`config.mk`:
```
export PLATFORM = sky130hd
export DESIGN_NAME = mem_access_unit
export DESIGN_NICKNAME = d
export VERILOG_FILES = /design/src/rtl/mem_access_unit.sv
export SDC_FILE = /design/constraint.sdc
export NUM_CORES = 1
export LEC_CHECK = 0
export ABC_AREA = 1
export CAP_MARGIN = 25
export CORE_ASPECT_RATIO = 2
export CORE_MARGIN = 8
export CORE_UTILIZATION = 38
export CTS_CLUSTER_DIAMETER = 200
export DETAILED_ROUTE_END_ITERATION = 16
export HOLD_SLACK_MARGIN = 0.02
export PLACE_DENSITY = 0.78
export SLEW_MARGIN = 40
export SYNTH_ARGS = -nofsm -noshare
export SYNTH_HDL_FRONTEND = slang
export SYNTH_SLANG_ARGS = --single-unit
```
`constraint.sdc`:
```
create_clock -name clk -period 1.55 [get_ports clk]
set_input_delay 0.31 -clock clk [delete_from_list [all_inputs] [get_ports clk]]
set_output_delay 0.31 -clock clk [all_outputs]
set_load 0.02 [all_outputs]
```
`src/rtl/mem_access_unit.sv`:
```
// -----------------------------------------------------------------------------
// mem_access_unit
//
// Memory-side responder for the EV22 register bank's MR/MW memory commands.
// The sequencer raises MR (read) or MW (write) with an address. This block runs
// the external data-memory handshake and holds busy high until it is finished.
// A completed read places the data on W_IN and pulses w_load for one cycle.
// w_load drives the register bank's MR input, so Working_Reg loads W_IN.
// A write sends the sampled Working_Reg value to memory.
//
// Optional feature, selected by the macro MEM_TIMEOUT_EN:
//   defined   - an ACCESS that sees no mem_ack for TIMEOUT cycles after the
//               wait states expire is aborted. mem_err is set and stays set
//               until reset. An aborted read returns all ones on W_IN and
//               still pulses w_load.
//   undefined - ACCESS waits indefinitely for mem_ack; mem_err is tied to 0.
//
// Ports:
//   clk          in   system clock, all logic on the rising edge
//   nreset       in   synchronous, active-low reset
//   MR / MW      in   read / write request from the sequencer (MR wins a tie)
//   Addr         in   request address, sampled with MR/MW
//   Working_Reg  in   write data, sampled with MW
//   W_IN         out  read data to the register bank
//   w_load       out  one-cycle strobe marking W_IN valid
//   busy         out  access in progress; requests are ignored while high
//   mem_addr     out  address to memory (holds after the access)
//   mem_wdata    out  write data to memory (holds after the access)
//   mem_re       out  read strobe, held until the access completes
//   mem_we       out  write strobe, held until the access completes
//   mem_rdata    in   read data from memory
//   mem_ack      in   memory completion, honoured once the wait states expire
//   mem_err      out  sticky access-timeout flag
//   dbg_state    out  current FSM state (0 IDLE, 1 ACCESS, 2 DONE)
//
// Valid/ready handshakes:
//   Sequencer side: a request is accepted only on an edge where the block is
//   IDLE (busy low) and MR or MW is high. A request seen outside IDLE is
//   dropped, not queued. Memory side: mem_re/mem_we act as "valid" and stay
//   high until an edge where the wait counter is zero and mem_ack (the
//   "ready") is high. mem_ack at any other time has no effect.
//
// Every output is driven straight from a register.
// -----------------------------------------------------------------------------
`timescale 1ns/1ps

module mem_access_unit #(
    parameter int ADDR_W      = 16,
    parameter int DATA_W      = 16,
    parameter int WAIT_STATES = 1,
    parameter int TIMEOUT     = 16
) (
    input  logic              clk,
    input  logic              nreset,
    input  logic              MR,
    input  logic              MW,
    input  logic [ADDR_W-1:0] Addr,
    input  logic [DATA_W-1:0] Working_Reg,
    output logic [DATA_W-1:0] W_IN,
    output logic              w_load,
    output logic              busy,
    output logic [ADDR_W-1:0] mem_addr,
    output logic [DATA_W-1:0] mem_wdata,
    output logic              mem_re,
    output logic              mem_we,
    input  logic [DATA_W-1:0] mem_rdata,
    input  logic              mem_ack,
    output logic              mem_err,
    output logic [1:0]        dbg_state
);

    // The wait counter must be able to hold WAIT_STATES. It is never narrower
    // than one bit, even when WAIT_STATES is 0.
    localparam int WCNT_W = (WAIT_STATES < 1) ? 1 : $clog2(WAIT_STATES + 1);
    localparam logic [WCNT_W-1:0] WCNT_LOAD = WCNT_W'(WAIT_STATES);

    typedef enum logic [1:0] {
        S_IDLE   = 2'd0,
        S_ACCESS = 2'd1,
        S_DONE   = 2'd2
    } state_t;

    state_t              r_state;
    logic [WCNT_W-1:0]   r_wcnt;
    logic                r_is_read;
    logic [DATA_W-1:0]   r_w_in;
    logic                r_w_load;
    logic                r_busy;
    logic [ADDR_W-1:0]   r_mem_addr;
    logic [DATA_W-1:0]   r_mem_wdata;
    logic                r_mem_re;
    logic                r_mem_we;

    state_t              w_state_nxt;
    logic [WCNT_W-1:0]   w_wcnt_nxt;
    logic                w_is_read_nxt;
    logic [DATA_W-1:0]   w_w_in_nxt;
    logic                w_load_nxt;
    logic                w_busy_nxt;
    logic [ADDR_W-1:0]   w_mem_addr_nxt;
    logic [DATA_W-1:0]   w_mem_wdata_nxt;
    logic                w_mem_re_nxt;
    logic                w_mem_we_nxt;

`ifdef MEM_TIMEOUT_EN
    // The timeout counter runs 0 .. TIMEOUT-1 while waiting for an ack. The
    // access is aborted on the edge where it sits at TIMEOUT-1 with no ack.
    localparam int TO_CYC = (TIMEOUT < 1) ? 1 : TIMEOUT;
    localparam int TCNT_W = (TO_CYC < 2) ? 1 : $clog2(TO_CYC);
    localparam logic [TCNT_W-1:0] TCNT_LAST = TCNT_W'(TO_CYC - 1);

    logic [TCNT_W-1:0]   r_tcnt;
    logic                r_err;
    logic [TCNT_W-1:0]   w_tcnt_nxt;
    logic                w_err_nxt;
`endif

    // ------------------------------------------------------------------
    // State and output registers
    // ------------------------------------------------------------------
    always_ff @(posedge clk) begin
        if (!nreset) begin
            r_state     <= S_IDLE;
            r_wcnt      <= '0;
            r_is_read   <= 1'b0;
            r_w_in      <= '0;
            r_w_load    <= 1'b0;
            r_busy      <= 1'b0;
            r_mem_addr  <= '0;
            r_mem_wdata <= '0;
            r_mem_re    <= 1'b0;
            r_mem_we    <= 1'b0;
`ifdef MEM_TIMEOUT_EN
            r_tcnt      <= '0;
            r_err       <= 1'b0;
`endif
        end else begin
            r_state     <= w_state_nxt;
            r_wcnt      <= w_wcnt_nxt;
            r_is_read   <= w_is_read_nxt;
            r_w_in      <= w_w_in_nxt;
            r_w_load    <= w_load_nxt;
            r_busy      <= w_busy_nxt;
            r_mem_addr  <= w_mem_addr_nxt;
            r_mem_wdata <= w_mem_wdata_nxt;
            r_mem_re    <= w_mem_re_nxt;
            r_mem_we    <= w_mem_we_nxt;
`ifdef MEM_TIMEOUT_EN
            r_tcnt      <= w_tcnt_nxt;
            r_err       <= w_err_nxt;
`endif
        end
    end

    // ------------------------------------------------------------------
    // Next-state and next-output logic
    // ------------------------------------------------------------------
    always_comb begin
        // By default every register holds, except w_load, which is a strobe.
        w_state_nxt     = r_state;
        w_wcnt_nxt      = r_wcnt;
        w_is_read_nxt   = r_is_read;
        w_w_in_nxt      = r_w_in;
        w_load_nxt      = 1'b0;
        w_busy_nxt      = r_busy;
        w_mem_addr_nxt  = r_mem_addr;
        w_mem_wdata_nxt = r_mem_wdata;
        w_mem_re_nxt    = r_mem_re;
        w_mem_we_nxt    = r_mem_we;
`ifdef MEM_TIMEOUT_EN
        w_tcnt_nxt      = r_tcnt;
        w_err_nxt       = r_err;
`endif

        case (r_state)
            S_IDLE: begin
                w_busy_nxt = 1'b0;
                // A read wins over a simultaneous write. The write is
                // dropped silently, so mem_wdata keeps its old value.
                if (MR) begin
                    w_state_nxt    = S_ACCESS;
                    w_mem_addr_nxt = Addr;
                    w_mem_re_nxt   = 1'b1;
                    w_is_read_nxt  = 1'b1;
                    w_busy_nxt     = 1'b1;
                    w_wcnt_nxt     = WCNT_LOAD;
`ifdef MEM_TIMEOUT_EN
                    w_tcnt_nxt     = '0;
`endif
                end else if (MW) begin
                    w_state_nxt     = S_ACCESS;
                    w_mem_addr_nxt  = Addr;
                    w_mem_wdata_nxt = Working_Reg;
                    w_mem_we_nxt    = 1'b1;
                    w_is_read_nxt   = 1'b0;
                    w_busy_nxt      = 1'b1;
                    w_wcnt_nxt      = WCNT_LOAD;
`ifdef MEM_TIMEOUT_EN
                    w_tcnt_nxt      = '0;
`endif
                end
            end

            S_ACCESS: begin
                if (r_wcnt != '0) begin
                    // Wait states: mem_ack is deliberately ignored here.
                    w_wcnt_nxt = r_wcnt - 1'b1;
                end else if (mem_ack) begin
                    // A normal completion also covers an ack that arrives on
                    // the expiry edge, because this branch is tested first.
                    w_state_nxt  = S_DONE;
                    w_mem_re_nxt = 1'b0;
                    w_mem_we_nxt = 1'b0;
                    if (r_is_read) begin
                        w_w_in_nxt = mem_rdata;
                        w_load_nxt = 1'b1;
                    end
`ifdef MEM_TIMEOUT_EN
                end else if (r_tcnt == TCNT_LAST) begin
                    w_state_nxt  = S_DONE;
                    w_mem_re_nxt = 1'b0;
                    w_mem_we_nxt = 1'b0;
                    w_err_nxt    = 1'b1;
                    if (r_is_read) begin
                        w_w_in_nxt = '1;
                        w_load_nxt = 1'b1;
                    end
                end else begin
                    w_tcnt_nxt = r_tcnt + 1'b1;
`endif
                end
            end

            S_DONE: begin
                // This is the cycle where w_load is high. busy falls on the
                // edge that returns the FSM to IDLE.
                w_busy_nxt  = 1'b0;
                w_state_nxt = S_IDLE;
            end

            default: begin
                w_state_nxt  = S_IDLE;
                w_busy_nxt   = 1'b0;
                w_mem_re_nxt = 1'b0;
                w_mem_we_nxt = 1'b0;
            end
        endcase
    end

    // ------------------------------------------------------------------
    // Outputs
    // ------------------------------------------------------------------
    assign W_IN      = r_w_in;
    assign w_load    = r_w_load;
    assign busy      = r_busy;
    assign mem_addr  = r_mem_addr;
    assign mem_wdata = r_mem_wdata;
    assign mem_re    = r_mem_re;
    assign mem_we    = r_mem_we;
    assign dbg_state = r_state;

`ifdef MEM_TIMEOUT_EN
    assign mem_err = r_err;
`else
    assign mem_err = 1'b0;
`endif

endmodule

```
# Yosys cells after proc, flatten, opt, wreduce, memory -nomap -nowiden
# Cells that the tools add are included.
[totals] regBits=56 in_bits=53
[classes] mux=23 n_bitwise=6 n_eq_ne=8 n_addsub=1 reduce_logical=11
[op_table] operator="$mux W16" count=2
[op_table] operator="$mux W1" count=12
[op_table] operator="$ne A2 B2 Y1 const B" count=5
[op_table] operator="$mux W2" count=4
[op_table] operator="$reduce_and A4 Y1" count=2
[op_table] operator="$not A1 Y1" count=6
[op_table] operator="$pmux W1 S3" count=2
[op_table] operator="$reduce_and A3 Y1" count=2
[op_table] operator="$reduce_and A5 Y1" count=1
[op_table] operator="$pmux W1 S2" count=2
[op_table] operator="$pmux W2 S2" count=1
[op_table] operator="$reduce_and A2 Y1" count=2
[op_table] operator="$reduce_bool A2 Y1" count=2
[op_table] operator="$reduce_or A4 Y1" count=1
[op_table] operator="$ne A3 B3 Y1 const B" count=1
[op_table] operator="$eq A2 B1 Y1 const B" count=1
[op_table] operator="$eq A2 B2 Y1 const B" count=1
[op_table] operator="$logic_not A2 Y1" count=1
[op_table] operator="$sub A1 B1 Y1 const B" count=1

# Depth between registers and ports, before layout
# Gate-level depths: netlist (run 1).
[depth] word_depth=3 ltp_mapped=8

# Least setup slack after synthesis (run 1)
# No wires, ideal clock.
[synth_path] path_kind="register to register" start="register r_state[0] (netlist: dbg_state[0])" end="register r_w_in[10] (netlist: W_IN[10])" path_stages_with_launch=7 arrival_time_ps=1198 slack_ps=236 required_time_ps=1434 n_path_buf=1 period_less_slack_ps=1314 path_cell_list="dfxtp_1 -> inv_2 -> nor2_4 -> nand3_4 -> buf_2 -> o21ai_0 -> nor2_1"
[synth_between] elab_chain_cells=2
[synth_rtl] item="start, declared" line_no="83" source="state_t r_state;"
[synth_rtl] item="start signal, assigned" line_no="138" source="r_state <= w_state_nxt;"
[synth_rtl] item="$eq A2 B1 Y1" line_no="175" source="case (r_state)"
[synth_rtl] item="$reduce_and A4 Y1 (no line)"
[synth_rtl] item="end signal, assigned" line_no="141" source="r_w_in <= w_w_in_nxt;"
[synth_rtl] item="end, declared" line_no="86" source="logic [DATA_W-1:0] r_w_in;"
# No other way between the ends.
# A chain may end at the register's enable or synchronous reset.

# Worst setup path in the final report (run 1)
[layout_path] start="register r_state[0] (netlist: dbg_state[0])" end="output dbg_state[0]"
[layout_lines] item="end, declared" line_no="69" source="output logic [1:0] dbg_state"
# No word-level cell between the ends.

==> qor.yml, run 1 <==
yosysSeqAreaShare: 0.557
synth_xor_area_frac: 0
io_pins: 108
crit_chain: "dlygate4sd2_1"
synth_area_leaders: "dfxtp_1 56%, nor2_1 18%, o21ai_0 11%"
powerDensity_mw_per_mm2: 1070
first_iter_violations: 119
total_power_mw: 3.42
worst_setup_path_end_kind: "output pin"
cp_slowest_cell: "dfxtp_1"
status: "finished clean"
period_minus_slack_ns: 1.43
synthAdderAreaFrac: 0
clockBufferDepth: 2
drc_errors: 0
synth_seq_cells: 56
die_h_um: 119
hold_viol_final: 0
n_antenna_cell: 0
root_buffer: "clkbuf_8"
insertion_delay_ns: 0.30
synth_top_area_cell: "dfxtp_1"
power_leakage_nw: 1.53
fp.coreArea_mm2: 0.00514
crit_arrival_ns: 1.12
r2r_slack_ns: 0.18
die_area_mm2: 0.00802
ant_nets: 0
row_count: 37
ys_top_cells_by_count: "97 x nor2_1, 56 x dfxtp_1, 46 x o21ai_0, 9 x nand2_1"
syn_nets: 301
floorplan.initialDensity: 0.392
fp.dieW_um: 67.5
gp_congestion: 0.806
min_from: "mem_we"
timing.fmax_mhz: 701
synth-simple-area-share: 0.250
holdPathEnd: "mem_we"
hold_class: "reg2reg"
grt_pass1_vias: 1967
drt_wl_total_mm: 6.00
crit_required_ns: 1.24
final_nets: 408
dp.final_hpwl_mm: 4.66
synth_most_common_cell: "nor2_1"
vdd_drop_max_uv: 804
setup_violations: 0
ff2ff_path_depth: 6
h-tree-depth: 2
synth.distinct_cells: 23
globalRoute.totalOverflow: 0
syn_area_mm2: 0.00201
via_per_inst: 4.76
period_share: 0.920
whs_path_depth: 2
avgSynthCellArea_um2: 8.12
path_buf_inv: 1
wl_per_cell_um: 14.5
synth_ff_type: "dfxtp_1"
drv_slew: 0
netlist_instances: 248
vias: 1969
final_layout_size_suffix_gt1_frac: 0.0702
crit_family: "flip-flops"
port-buffer-count: 106
synth_compound_area_frac: 0.135
first_pass_iters: 4
worst_r2r_endpoint: "W_IN[2]"
yosys_warnings: 0
r2r_start: "dbg_state[0]"
skew_ns: 0.00516
hold_slack_ns: 0.472
max_cap_violations: 0
grt_antenna_before_repair: 0
critPathKind: "reg2out"
area_growth_pct: 58.5
cts.clk_slew.worst_paths_ns: 0.10
synth-edff-count: 0
critPathMaxFanout: 4
cts_inserted_buffers: 5
numClockSinks: 56
max_stage_delay_ns: 0.45
post-cts-setup-buffers: 0
synth_top_cell_area_share: 0.557
rsz0062_at_grt: "no"
synthArstFlopShare: 0
track_usage: 0.148
tritoncts: "done"
grt_max_degree: 49
synth_mux_area_frac: 0
grt_pass1_wl_mm: 9.49
setup-tns-final_ns: 0
start_kind: "flop"
synth_top_family_by_area: "simple AND/OR/NAND/NOR gates"
[layer usage]
layer / GRT usage / share of wire
met3: 0.0516 / 0.084
met1: 0.143 / 0.36
met2: 0.265 / 0.52
met4: 0.0646 / 0.031
met5: 0 / 0
[registers in the layout, summed over array words and instances, names as in the netlist]
register / count
r_is_read: 1
W_IN: 16
mem_re: 1
busy: 1
mem_wdata: 16
w_load: 1
r_wcnt: 1
mem_addr: 16
mem_we: 1
dbg_state: 2
[per-stage QoR]
step / instance area (um2) / instances / util / setup slack [ns]
global route: 3190 / 414 / 0.621 / 0.0706
finish: 3190 / 414 / 0.621 / 0.123
CTS: 3190 / 414 / 0.621 / 0.109
floorplan: 2010 / 248 / - / 0.236
detailed placement: 3140 / 406 / 0.611 / -0.123
global placement: 3140 / 406 / 0.611 / -0.0871
[power by group]
| part | switching (mW) | internal (mW) | leakage (nW) |
|---|---|---|---|
| Combinational | 0.470 | 0.358 | 1.01 |
| Sequential | 0.0673 | 1.57 | 0.460 |
| Clock | 0.463 | 0.487 | 0.0583 |
[area by class of cell]
class | instances | area, um2
Clock buffer | 5 | 68.8
Clock inverter | 3 | 47.5
Fill cell | 490 | 1950
Inverter | 9 | 37.5
Multi-Input combinational cell | 171 | 779
Sequential cell | 56 | 1120
Tap cell | 58 | 72.6
Timing Repair Buffer | 112 | 1060
[placed cells by master (no fill, tap or decap), types with 2 or more instances in the layout]
cell type	count
a21oi_1	3
nand3_1	2
o21ai_0	46
o21ai_1	4
buf_12	2
dlygate4sd2_1	54
nand2_4	2
clkbuf_8	5
nor2_1	97
nor2_4	2
nand2_1	9
buf_4	4
clkdlybuf4s50_1	52
inv_1	5
clkinv_4	2
inv_2	2
dfxtp_1	56
[kinds of logic after synthesis]
kind of cell / after synthesis
buf+inv: 21
compound gates: 54
other cells: 1
simple gates: 116
flops: 56
[what timing repair did]
item,CTS,global route
hold endpoints to repair,0,0
gates resized for setup,54,0
hold buffers,0,0
setup endpoints to repair,54,0
[how the worst max path moves through the flow]
stage	start	end	slack [ns]	cells past startpoint
floorplan	dbg_state[0]	W_IN[10]	0.24	6
global placement	mem_ack	W_IN[9]	-0.09	7
detailed placement	mem_ack	W_IN[10]	-0.12	7
CTS	dbg_state[0]	dbg_state[0]	0.11	1
global route	dbg_state[0]	W_IN[9]	0.07	6
finish	dbg_state[0]	dbg_state[0]	0.12	1
Power figures use the tool's default switching activity.
==> run 2, diff against run 1 <==
--- a/config.mk
+++ b/config.mk
@@ -5,15 +5,14 @@
 export SDC_FILE = /design/constraint.sdc
 export NUM_CORES = 1
 export LEC_CHECK = 0
-export ABC_AREA = 1
 export CAP_MARGIN = 25
 export CORE_ASPECT_RATIO = 2
 export CORE_MARGIN = 8
-export CORE_UTILIZATION = 38
+export CORE_UTILIZATION = 40
 export CTS_CLUSTER_DIAMETER = 200
 export DETAILED_ROUTE_END_ITERATION = 16
 export HOLD_SLACK_MARGIN = 0.02
-export PLACE_DENSITY = 0.78
+export PLACE_DENSITY = 0.79
 export SLEW_MARGIN = 40
 export SYNTH_ARGS = -nofsm -noshare
 export SYNTH_HDL_FRONTEND = slang
==> run 2 against run 1 <==
  * Core utilization up 1.0 points
  * First-iteration DRC count decreased by 7.6%
  * Combinational power shrank 25%
  * Cell area is 10% higher
  * Die area up 5.4%
  * Sequential cell count did not move
  * Sequential power decreased by 5%
  * Cell count up 0.97%
  * Fmax down 5.1%
  * Global-route usage decreased by 0.054 points
  * Critical path depth is the same
  * Critical path type unchanged
  * Critical endpoint is now w_load
  * Largest cell class is now buffers
  * Largest power group unchanged
==> qor.yml, run 2 <==
gp_congestion: 0.786
hold_class: "reg2reg"
crit_required_ns: 1.24
grt_pass1_vias: 2185
ant_nets: 0
fp.dieW_um: 69.1
rsz0062_at_grt: "no"
total_power_mw: 3.29
worst_setup_path_end_kind: "output pin"
final_layout_size_suffix_gt1_frac: 0.0784
drt_wl_total_mm: 6.39
via_per_inst: 5.04
period_minus_slack_ns: 1.50
max_stage_delay_ns: 0.59
combPwrFrac: 0.188
fin_cells: 418
die_h_um: 122
skew_ns: 0.00561
syn_area_mm2: 0.00226
path_buf_inv: 1
synth_ff_type: "dfxtp_1"
p_seq_frac: 0.473
synth_area_leaders: "dfxtp_1 50%, nand2_1 11%, a21boi_0 8.3%"
period_share: 0.969
cp_slowest_cell: "clkdlybuf4s50_1"
fp.coreArea_mm2: 0.00556
numClockSinks: 56
final_nets: 409
tritoncts: "done"
powerDensity_mw_per_mm2: 937
drv_slew: 0
synth_seq_cells: 56
netlist_instances: 252
min_from: "mem_wdata[5]"
synth_top_area_cell: "dfxtp_1"
track_usage: 0.147
cts_inserted_buffers: 5
clockBufferDepth: 2
crit_chain: "clkdlybuf4s50_1"
register_area_mm2: 0.00112
timing.fmax_mhz: 666
swShare: 0.262
vias: 2106
die_area_mm2: 0.00846
h-tree-depth: 2
synth-edff-count: 0
grt_antenna_before_repair: 0
cts.clk_slew.worst_paths_ns: 0.07
first_iter_violations: 110
multi_input_area_mm2: 0.00100
final_common_cell: "nand2_1"
yosysSeqAreaShare: 0.496
start_kind: "flop"
drc_errors: 0
critPathLaunch: "w_load"
hold_viol_final: 0
insertion_delay_ns: 0.29
cts_hold_buf: 0
area_growth_pct: 55.4
io_pins: 108
dp_cells: 410
cp_num_cells: 1
synth_top_cell_area_share: 0.496
power_switching_mw: 0.862
p_int_mw: 2.43
grt_max_degree: 32
wl_per_cell_um: 15.3
layout_common_cells: "68 x nand2_1, 56 x dfxtp_1, 52 x clkdlybuf4s50_1, 40 x dlygate4sd2_1, 25 x a21boi_0"
first_pass_iters: 4
synthArstFlopShare: 0
avgSynthCellArea_um2: 8.97
critPathKind: "reg2out"
topRoutingLayerUsed: "met4"
setup_violations: 0
r2r_start: "dbg_state[0]"
met3_length_um: 634
worst_r2r_endpoint: "mem_wdata[1]"
root_buffer: "clkbuf_16"
synth.distinct_cells: 28
pwr-share-clk: 0.339
floorplan.initialDensity: 0.406
vdd_drop_max_uv: 687
synth_most_common_cell: "nand2_1"
yosys_warnings: 0
wl_met1_mm: 2.75
critPathMaxFanout: 1
syn_nets: 305
critPathCapture: "w_load"
max_cap_violations: 0
power_leakage_nw: 1.70
crit_family: "buffers and inverters"
globalRoute.totalOverflow: 0
fillers: 504
n_antenna_cell: 0
row_count: 39
status: "finished clean"
post-cts-setup-buffers: 0
ys_top_cells_by_count: "68 x nand2_1, 56 x dfxtp_1, 25 x a21boi_0, 18 x o21ai_0"
port-buffer-count: 106
dp.final_hpwl_mm: 4.87
crit_arrival_ns: 1.19
ff2ff_path_depth: 4
wl_met2_mm: 2.93
grt_pass1_wl_mm: 10.7
r2r_slack_ns: 0.15
[run 2: cell types whose count changed after synthesis, moves of 4 or more]
cell	previous run	this run
nor2_1	97	1
nand2_1	9	68
o21ai_0	46	18
a21boi_0	0	25
mux2i_1	0	16
nand3_1	2	16
a21boi_1	0	10
clkbuf_1	5	10
inv_1	5	1
o21ai_1	4	0
[run 2: cell type report]
class / count / share of cell area
Inverter: 1 / 0.00107
Multi-Input combinational cell: 173 / 0.286
Clock inverter: 3 / 0.00606
Sequential cell: 56 / 0.319
Tap cell: 61 / 0.0217
Timing Repair Buffer: 119 / 0.331
Clock buffer: 5 / 0.0356
[run 2: cell families (layout without fill, tap and decap cells)]
group | Yosys count | in the layout | synth area share
flops | 56 | 56 | 0.496
compound gates | 56 | 56 | 0.167
mux | 16 | 16 | 0.0709
simple gates | 100 | 100 | 0.205
other cells | 1 | 1 | 0.00166
buf+inv | 23 | 128 | 0.0598
[run 2: worst min-delay path by stage]
stage / end / slack, ns / cells past startpoint
floorplan: r_wcnt / 0.44 / 2
global placement: mem_wdata[10] / 0.44 / 2
detailed placement: mem_wdata[5] / 0.45 / 2
CTS: mem_wdata[5] / 0.46 / 2
global route: mem_wdata[10] / 0.48 / 2
finish: mem_wdata[5] / 0.46 / 2
[run 2: what timing repair did]
action | 4_1_cts | 5_1_grt
hold endpoints to repair | 0 | 0
gates resized for setup | 40 | 13
cloned | 0 | 0
endpoints found under the setup margin | 40 | 13
[run 2: power groups by stage]
stage	combinational (mW)	clock (mW)	sequential, mW
2_1_floorplan	0.230	0	1.68
3_3_place_gp	0.651	0	1.59
3_5_place_dp	0.663	0	1.59
4_1_cts	0.630	1.15	1.56
5_1_grt	0.674	1.21	1.57
6_report	0.620	1.12	1.56
[run 2: routing by layer]
metal | global-route usage | vias to the layer above
met5 | 0 | -
met4 | 0.0477 | 0
met3 | 0.0647 | 7
met2 | 0.235 | 92
met1 | 0.173 | 965
li1 | - | 1042
[run 2: per-stage QoR]
| step | setup TNS (ns) | hold slack, ns | cell area, um2 | util | setup slack (ns) |
|---|---|---|---|---|---|
| after global routing | 0 | 0.484 | 3510 | 0.631 | 0.0116 |
| after floorplan | 0 | 0.444 | 2260 | - | 0.0446 |
| after detailed placement | -6.80 | 0.447 | 3380 | 0.608 | -0.186 |
| after global placement | -3.93 | 0.438 | 3380 | 0.608 | -0.126 |
| final | 0 | 0.456 | 3510 | 0.631 | 0.0474 |
| after CTS | 0 | 0.457 | 3480 | 0.626 | 0.0000450 |
